**src/rtl/sram_req_ctrl.sv**
```systemverilog
// sram_req_ctrl: in-order valid/ready request front-end for a single-port SRAM.
// Commands are buffered, issued one per cycle from the head only, and read
// data returns in request order through a buffered response port. Reads are
// credit-gated so the response FIFO can never overflow.
// Optional feature: define SRAM_REQ_RANGE_CHK_EN to flag addresses >= DEPTH.
module sram_req_ctrl #(
  parameter int ADDR_W     = 4,
  parameter int DATA_W     = 8,
  parameter int DEPTH      = 16,
  parameter int FIFO_DEPTH = 4,
  parameter int RD_LAT     = 1
) (
  input  logic              clk,
  input  logic              rst,
  input  logic              req_valid,
  output logic              req_ready,
  input  logic              req_rw,
  input  logic [ADDR_W-1:0] req_addr,
  input  logic [DATA_W-1:0] req_wdata,
  output logic              resp_valid,
  input  logic              resp_ready,
  output logic [DATA_W-1:0] resp_rdata,
  output logic              resp_err,
  output logic              sram_rw,
  output logic [ADDR_W-1:0] sram_addr,
  output logic [DATA_W-1:0] sram_din,
  input  logic [DATA_W-1:0] sram_dataout,
  output logic              busy
);
  localparam int PW    = $clog2(FIFO_DEPTH);
  localparam int CW    = PW + 1;
  localparam int CMD_W = 1 + ADDR_W + DATA_W;
`ifdef SRAM_REQ_RANGE_CHK_EN
  localparam bit RANGE_CHK = 1'b1;
`else
  localparam bit RANGE_CHK = 1'b0;
`endif

  // ---------------- command FIFO ----------------
  logic [CMD_W-1:0]  cmd_mem [0:FIFO_DEPTH-1];
  logic [PW-1:0]     cmd_wr_ptr_reg, cmd_rd_ptr_reg;
  logic [CW-1:0]     cmd_count_reg, cmd_count_next;
  logic              cmd_full_reg, cmd_empty_reg;
  logic              cmd_push, cmd_pop;
  logic [CMD_W-1:0]  head;
  logic              head_rw;
  logic [ADDR_W-1:0] head_addr;
  logic [DATA_W-1:0] head_wdata;

  // ---------------- issue / read pipe ----------------
  logic [CW:0]       credit_used;
  logic              read_ok, issue, head_oor, pin_update, read_issue;
  logic [RD_LAT:0]   rd_pipe_reg, rd_pipe_next;
  logic [RD_LAT:0]   err_pipe_reg, err_pipe_next;
  logic              rd_exit, exit_err;
  logic [CW-1:0]     rif_reg;

  // ---------------- response FIFO ----------------
  logic [DATA_W:0]   resp_mem [0:FIFO_DEPTH-1];
  logic [PW-1:0]     resp_wr_ptr_reg, resp_rd_ptr_reg;
  logic [CW-1:0]     resp_count_reg, resp_count_next;
  logic              resp_full_reg, resp_empty_reg;
  logic              resp_push, resp_pop;
  logic [DATA_W:0]   resp_head;

  assign req_ready  = !cmd_full_reg;
  assign cmd_push   = req_valid && !cmd_full_reg;
  assign head       = cmd_mem[cmd_rd_ptr_reg];
  assign head_rw    = head[CMD_W-1];
  assign head_addr  = head[ADDR_W+DATA_W-1:DATA_W];
  assign head_wdata = head[DATA_W-1:0];

  // A read may issue only if its response has a guaranteed slot.
  assign credit_used = {1'b0, rif_reg} + {1'b0, resp_count_reg};
  assign read_ok     = credit_used < (CW+1)'(FIFO_DEPTH);
  assign issue       = !cmd_empty_reg && (head_rw || read_ok);
  assign cmd_pop     = issue;
  assign head_oor    = RANGE_CHK && ({1'b0, head_addr} >= (ADDR_W+1)'(DEPTH));
  assign pin_update  = issue && !head_oor;
  assign read_issue  = issue && !head_rw;

  // Stage 0 lines up with the pin register; the tag exits at stage RD_LAT,
  // the cycle in which sram_dataout holds the data for that read.
  assign rd_pipe_next[0]  = read_issue;
  assign err_pipe_next[0] = read_issue && head_oor;
  genvar gi;
  generate
    for (gi = 1; gi <= RD_LAT; gi++) begin : g_rd_pipe
      assign rd_pipe_next[gi]  = rd_pipe_reg[gi-1];
      assign err_pipe_next[gi] = err_pipe_reg[gi-1];
    end
  endgenerate
  assign rd_exit  = rd_pipe_reg[RD_LAT];
  assign exit_err = err_pipe_reg[RD_LAT];

  assign resp_push  = rd_exit;
  assign resp_valid = !resp_empty_reg;
  assign resp_pop   = resp_valid && resp_ready;
  assign resp_head  = resp_mem[resp_rd_ptr_reg];
  assign resp_rdata = resp_valid ? resp_head[DATA_W-1:0] : '0;
  assign resp_err   = resp_valid && resp_head[DATA_W];

  assign busy = !cmd_empty_reg || (rif_reg != '0) || !resp_empty_reg;

  // Next occupancy of both FIFOs; flags are registered from these.
  always_comb begin
    cmd_count_next  = cmd_count_reg + CW'(cmd_push) - CW'(cmd_pop);
    resp_count_next = resp_count_reg + CW'(resp_push) - CW'(resp_pop);
  end

  // Command FIFO storage (not reset; validity comes from the pointers).
  always_ff @(posedge clk) begin
    if (cmd_push) cmd_mem[cmd_wr_ptr_reg] <= {req_rw, req_addr, req_wdata};
  end

  // Response FIFO storage; out-of-range reads return zero data.
  always_ff @(posedge clk) begin
    if (resp_push) resp_mem[resp_wr_ptr_reg] <= {exit_err, exit_err ? '0 : sram_dataout};
  end

  // FIFO pointers, counts and registered full/empty flags.
  always_ff @(posedge clk or posedge rst) begin
    if (rst) begin
      cmd_wr_ptr_reg  <= '0;
      cmd_rd_ptr_reg  <= '0;
      cmd_count_reg   <= '0;
      cmd_full_reg    <= 1'b0;
      cmd_empty_reg   <= 1'b1;
      resp_wr_ptr_reg <= '0;
      resp_rd_ptr_reg <= '0;
      resp_count_reg  <= '0;
      resp_full_reg   <= 1'b0;
      resp_empty_reg  <= 1'b1;
    end else begin
      if (cmd_push)  cmd_wr_ptr_reg  <= cmd_wr_ptr_reg + PW'(1);
      if (cmd_pop)   cmd_rd_ptr_reg  <= cmd_rd_ptr_reg + PW'(1);
      if (resp_push) resp_wr_ptr_reg <= resp_wr_ptr_reg + PW'(1);
      if (resp_pop)  resp_rd_ptr_reg <= resp_rd_ptr_reg + PW'(1);
      cmd_count_reg  <= cmd_count_next;
      cmd_full_reg   <= (cmd_count_next == CW'(FIFO_DEPTH));
      cmd_empty_reg  <= (cmd_count_next == '0);
      resp_count_reg <= resp_count_next;
      resp_full_reg  <= (resp_count_next == CW'(FIFO_DEPTH));
      resp_empty_reg <= (resp_count_next == '0);
    end
  end

  // Registered SRAM pins: rw pulses only on a real write, addr/din hold when idle.
  always_ff @(posedge clk or posedge rst) begin
    if (rst) begin
      sram_rw   <= 1'b0;
      sram_addr <= '0;
      sram_din  <= '0;
    end else begin
      sram_rw <= pin_update && head_rw;
      if (pin_update) begin
        sram_addr <= head_addr;
        sram_din  <= head_wdata;
      end
    end
  end

  // Read-latency tag pipe and in-flight read count.
  always_ff @(posedge clk or posedge rst) begin
    if (rst) begin
      rd_pipe_reg  <= '0;
      err_pipe_reg <= '0;
      rif_reg      <= '0;
    end else begin
      rd_pipe_reg  <= rd_pipe_next;
      err_pipe_reg <= err_pipe_next;
      rif_reg      <= rif_reg + CW'(read_issue) - CW'(rd_exit);
    end
  end

  // The read credit must keep the response FIFO from ever overflowing.
  assert property (@(posedge clk) disable iff (rst) !(resp_push && resp_full_reg))
    else $error("sram_req_ctrl: response FIFO overflow");

endmodule

```
**config.mk**
```make
export PLATFORM = sky130hd
export DESIGN_NAME = sram_req_ctrl
export DESIGN_NICKNAME = d
export VERILOG_FILES = /design/src/rtl/sram_req_ctrl.sv
export SDC_FILE = /design/constraint.sdc
export NUM_CORES = 1
export LEC_CHECK = 0
export BUFFER_PORTS_ARGS = -buffer_cell sky130_fd_sc_hd__buf_4
export CORE_ASPECT_RATIO = 0.9
export CORE_UTILIZATION = 30
export CTS_BUF_LIST = sky130_fd_sc_hd__clkbuf_2
export DETAILED_ROUTE_END_ITERATION = 8
export GPL_ROUTABILITY_DRIVEN = 0
export PLACE_DENSITY = 0.49
export SLEW_MARGIN = 15
export SYNTH_ARGS = -nofsm -noshare
export SYNTH_HDL_FRONTEND = slang
export SYNTH_SLANG_ARGS = --single-unit
```
**constraint.sdc**
```tcl
create_clock -name clk -period 3.14 [get_ports clk]
set_clock_uncertainty 0.05 [all_clocks]
set_input_delay 0.157 -clock clk [delete_from_list [all_inputs] [get_ports clk]]
set_output_delay 0.157 -clock clk [all_outputs]
set_load 0.02 [all_outputs]
```
==> impl_metrics.tcl <==
set metrics [dict create \
    outcome "complete, no violations" \
    synthFlopType "edfxtp_1" \
    postCtsSetupBuffers 0 \
    crit_buf_inv 2 \
    cts_tree "built" \
    grt_pass1_vias 2474 \
    syn_nets 291 \
    finalSetupViolCount 0 \
    fp-row-count 43 \
    hp-class "primary input to async pin" \
    p_per_area_mw_per_mm2 919 \
    ys_seq_elements 119 \
    yosysUniqueCellTypes 30 \
    die_area_mm2 0.0165 \
    grt_pass1_wl_um 13700 \
    ctsRootBufferMaster "clkbuf_2" \
    crit_fanout 3 \
    dieWidth_um 135 \
    synth_common_cells "edfxtp_1 (84), dfrtp_1 (33), inv_1 (19)" \
    track_usage_pct 11.7 \
    via_per_inst 4.30 \
    startpoint_type "flip-flop" \
    vias 2365 \
    p_leak_nw 2.26 \
    areaGrowthSynthToFinish_pct 21.4 \
    clock.fmax_ghz 0.372 \
    ios 50 \
    cts_made_buffers 17 \
    critical_path_class "flip-flop to flip-flop" \
    syn_area_per_cell_um2 19.5 \
    htree_levels 4 \
    seq_area_mm2 0.00340 \
    core-area_mm2 0.0155 \
    antenna_found_initial 1 \
    ir_drop_uv 495 \
    synth_top_area_share_pct 52.4 \
    synth_cells 247 \
    hpwl_um 5120 \
    cts_sinks 119 \
    power_mw 5.37 \
    start_util_pct 30.9 \
    drc 0 \
    drtIter0Drc 103 \
    worstMarginPinSlew_ns 0.802 \
    cts.path.max_buffers 2 \
    slowest_stage "dfrtp_1" \
    post-route-period-util_pct 85.6 \
    grt_max_degree 36 \
    layout.cells.non_filler 550 \
    dpl_cell_area_mm2 0.00537 \
    wl_per_cell_um 15.4 \
    synth_largest_area_cell "edfxtp_1" \
    port-buffer-count 48 \
    required_ns 3.65 \
    cp.arrival_ns 3.20 \
    routed_wl_um 8460 \
    crit_family "adder cells" \
    ys_seq_area_share_pct 70.7 \
    ant_nets 0 \
    relSlewSlack_pct 46.5 \
    synth-edff-count 84 \
    clk_latency_ns 0.64 \
    design_area_mm2 0.00584 \
    worstSetupEndpointType "flip-flop" \
    yosys_warnings 0 \
    dp.cells 493 \
    maxCapViolations 0 \
    grt_overflow_total 0 \
    clkSlewWorstSetupHoldPaths_ns 0.19 \
    postSynth.asyncResetShare_pct 29.4 \
    critPathMostFrequentCell "ha_1" \
    largest_register_ffs 52 \
    path_cells "ha_1 > nor3_1 > a21oi_2 > nor2_4 > ha_1 > inv_1 > ha_1 > inv_1 > fa_1 > xnor2_1 > nor3b_1" \
    largest_register "cmd_mem" \
    layout_min_cycle_time_ns 2.69 \
    slew_viol_final 0 \
    yosysMostFrequentCell "edfxtp_1" \
    dr.pass1.iters 4 \
    synth_area_leaders "edfxtp_1 (52%), dfrtp_1 (17%), mux4_1 (5.5%)" \
    nets 378 \
    multiInputGateArea_mm2 0.00126 \
    final_layout_size_suffix_gt1_share_pct 31.7 \
    fp.dieH_um 122 \
    rsz0062_at_grt "no" \
    fillers 1468 \
    hold_violations 0 \
    cts-resized-gates 0 \
    cts_hold_buffers 24 \
    syn-cell-area_mm2 0.00481 \
    fin_tns_setup_ns 0 \
    critPathMaxStageDelay_ns 0.45 \
    largestRegisters "cmd_mem: 52 flops, resp_mem: 32 flops, sram_din: 8 flops" \
]
[kinds of logic (layout without fill, tap and decap cells)]
logic type	count (synthesis)	after routing	synth area share, %
DFF	119	119	70.7
muxes	33	33	14.0
and+or+nand+nor	33	33	4.06
buffers and inverters	27	127	3.12
adders and majority gates	19	19	5.41
xor gates and xnor gates	12	12	2.19
AOI/OAI and AO/OA	3	3	0.390
other	1	2	0.0780
[cell usage in the layout, fill, tap and decap left out, drive strengths merged, types with 8 or more instances in the layout]
cell type    instances
dlygate4sd3         24
clkbuf              18
buf                 52
xnor2                8
dfrtp               33
mux2                12
mux4                21
ha                  16
clkinv               8
edfxtp              84
and2                16
inv                 20
[tightest hold or removal path, stage by stage]
cell           delay [ns]
dlygate4sd3_1        0.54
buf_4                0.13
inv_1                0.04
buf_4                0.41
[metal layers]
layer | GRT usage [%] | routed length [um]
met1 | 14.7 | 3930
met2 | 17.9 | 3990
met3 | 4.66 | 444
met4 | 4.85 | 96
met5 | 0 | 0
[per-stage QoR]
stage          util [%]  setup slack (ns)  hold slack [ns]
2_1_floorplan         -             0.434            0.206
3_3_place_gp       34.6             0.553            0.260
3_5_place_dp       34.6             0.472            0.268
4_1_cts            37.5             0.423           0.0341
5_1_grt            37.6             0.205           0.0596
6_report           37.6             0.451            0.106
[final timing paths]
kind                                                from                             to  slack, ns  cells after the start
min in group clk                         sram_dataout[1]       resp_mem[0][1]$_DFFE_PP_       0.19                      2
max in group asynchronous                            rst       resp_empty_reg$_DFF_PP1_       2.56                      4
worst min-delay path                                 rst  cmd_rd_ptr_reg[1]$_DFFE_PP0N_       0.11                      4
worst min register to register  rd_pipe_reg[0]$_DFF_PP0_       rd_pipe_reg[1]$_DFF_PP0_       0.32                      0
worst max register to register      rif_reg[2]$_DFF_PP0_         cmd_full_reg$_DFF_PP0_       0.45                     11
worst max-delay path                rif_reg[2]$_DFF_PP0_         cmd_full_reg$_DFF_PP0_       0.45                     11
[final cells by class]
| cell class | instances | area share (%) |
|---|---|---|
| Inverter | 19 | 1.22 |
| Clock inverter | 14 | 2.29 |
| Tap cell | 202 | 4.33 |
| Multi-Input combinational cell | 101 | 21.6 |
| Antenna cell | 1 | 0.0428 |
| Sequential cell | 119 | 58.2 |
| Timing Repair Buffer | 76 | 10.8 |
| Clock buffer | 18 | 1.54 |
[power by group]
group	internal, mW	leakage, nW	switching [mW]
logic	1.07	0.949	1.02
clock network	0.359	0.137	0.580
registers	2.10	1.18	0.242
total	3.53	2.26	1.84
(Power assumes the default switching activity.)
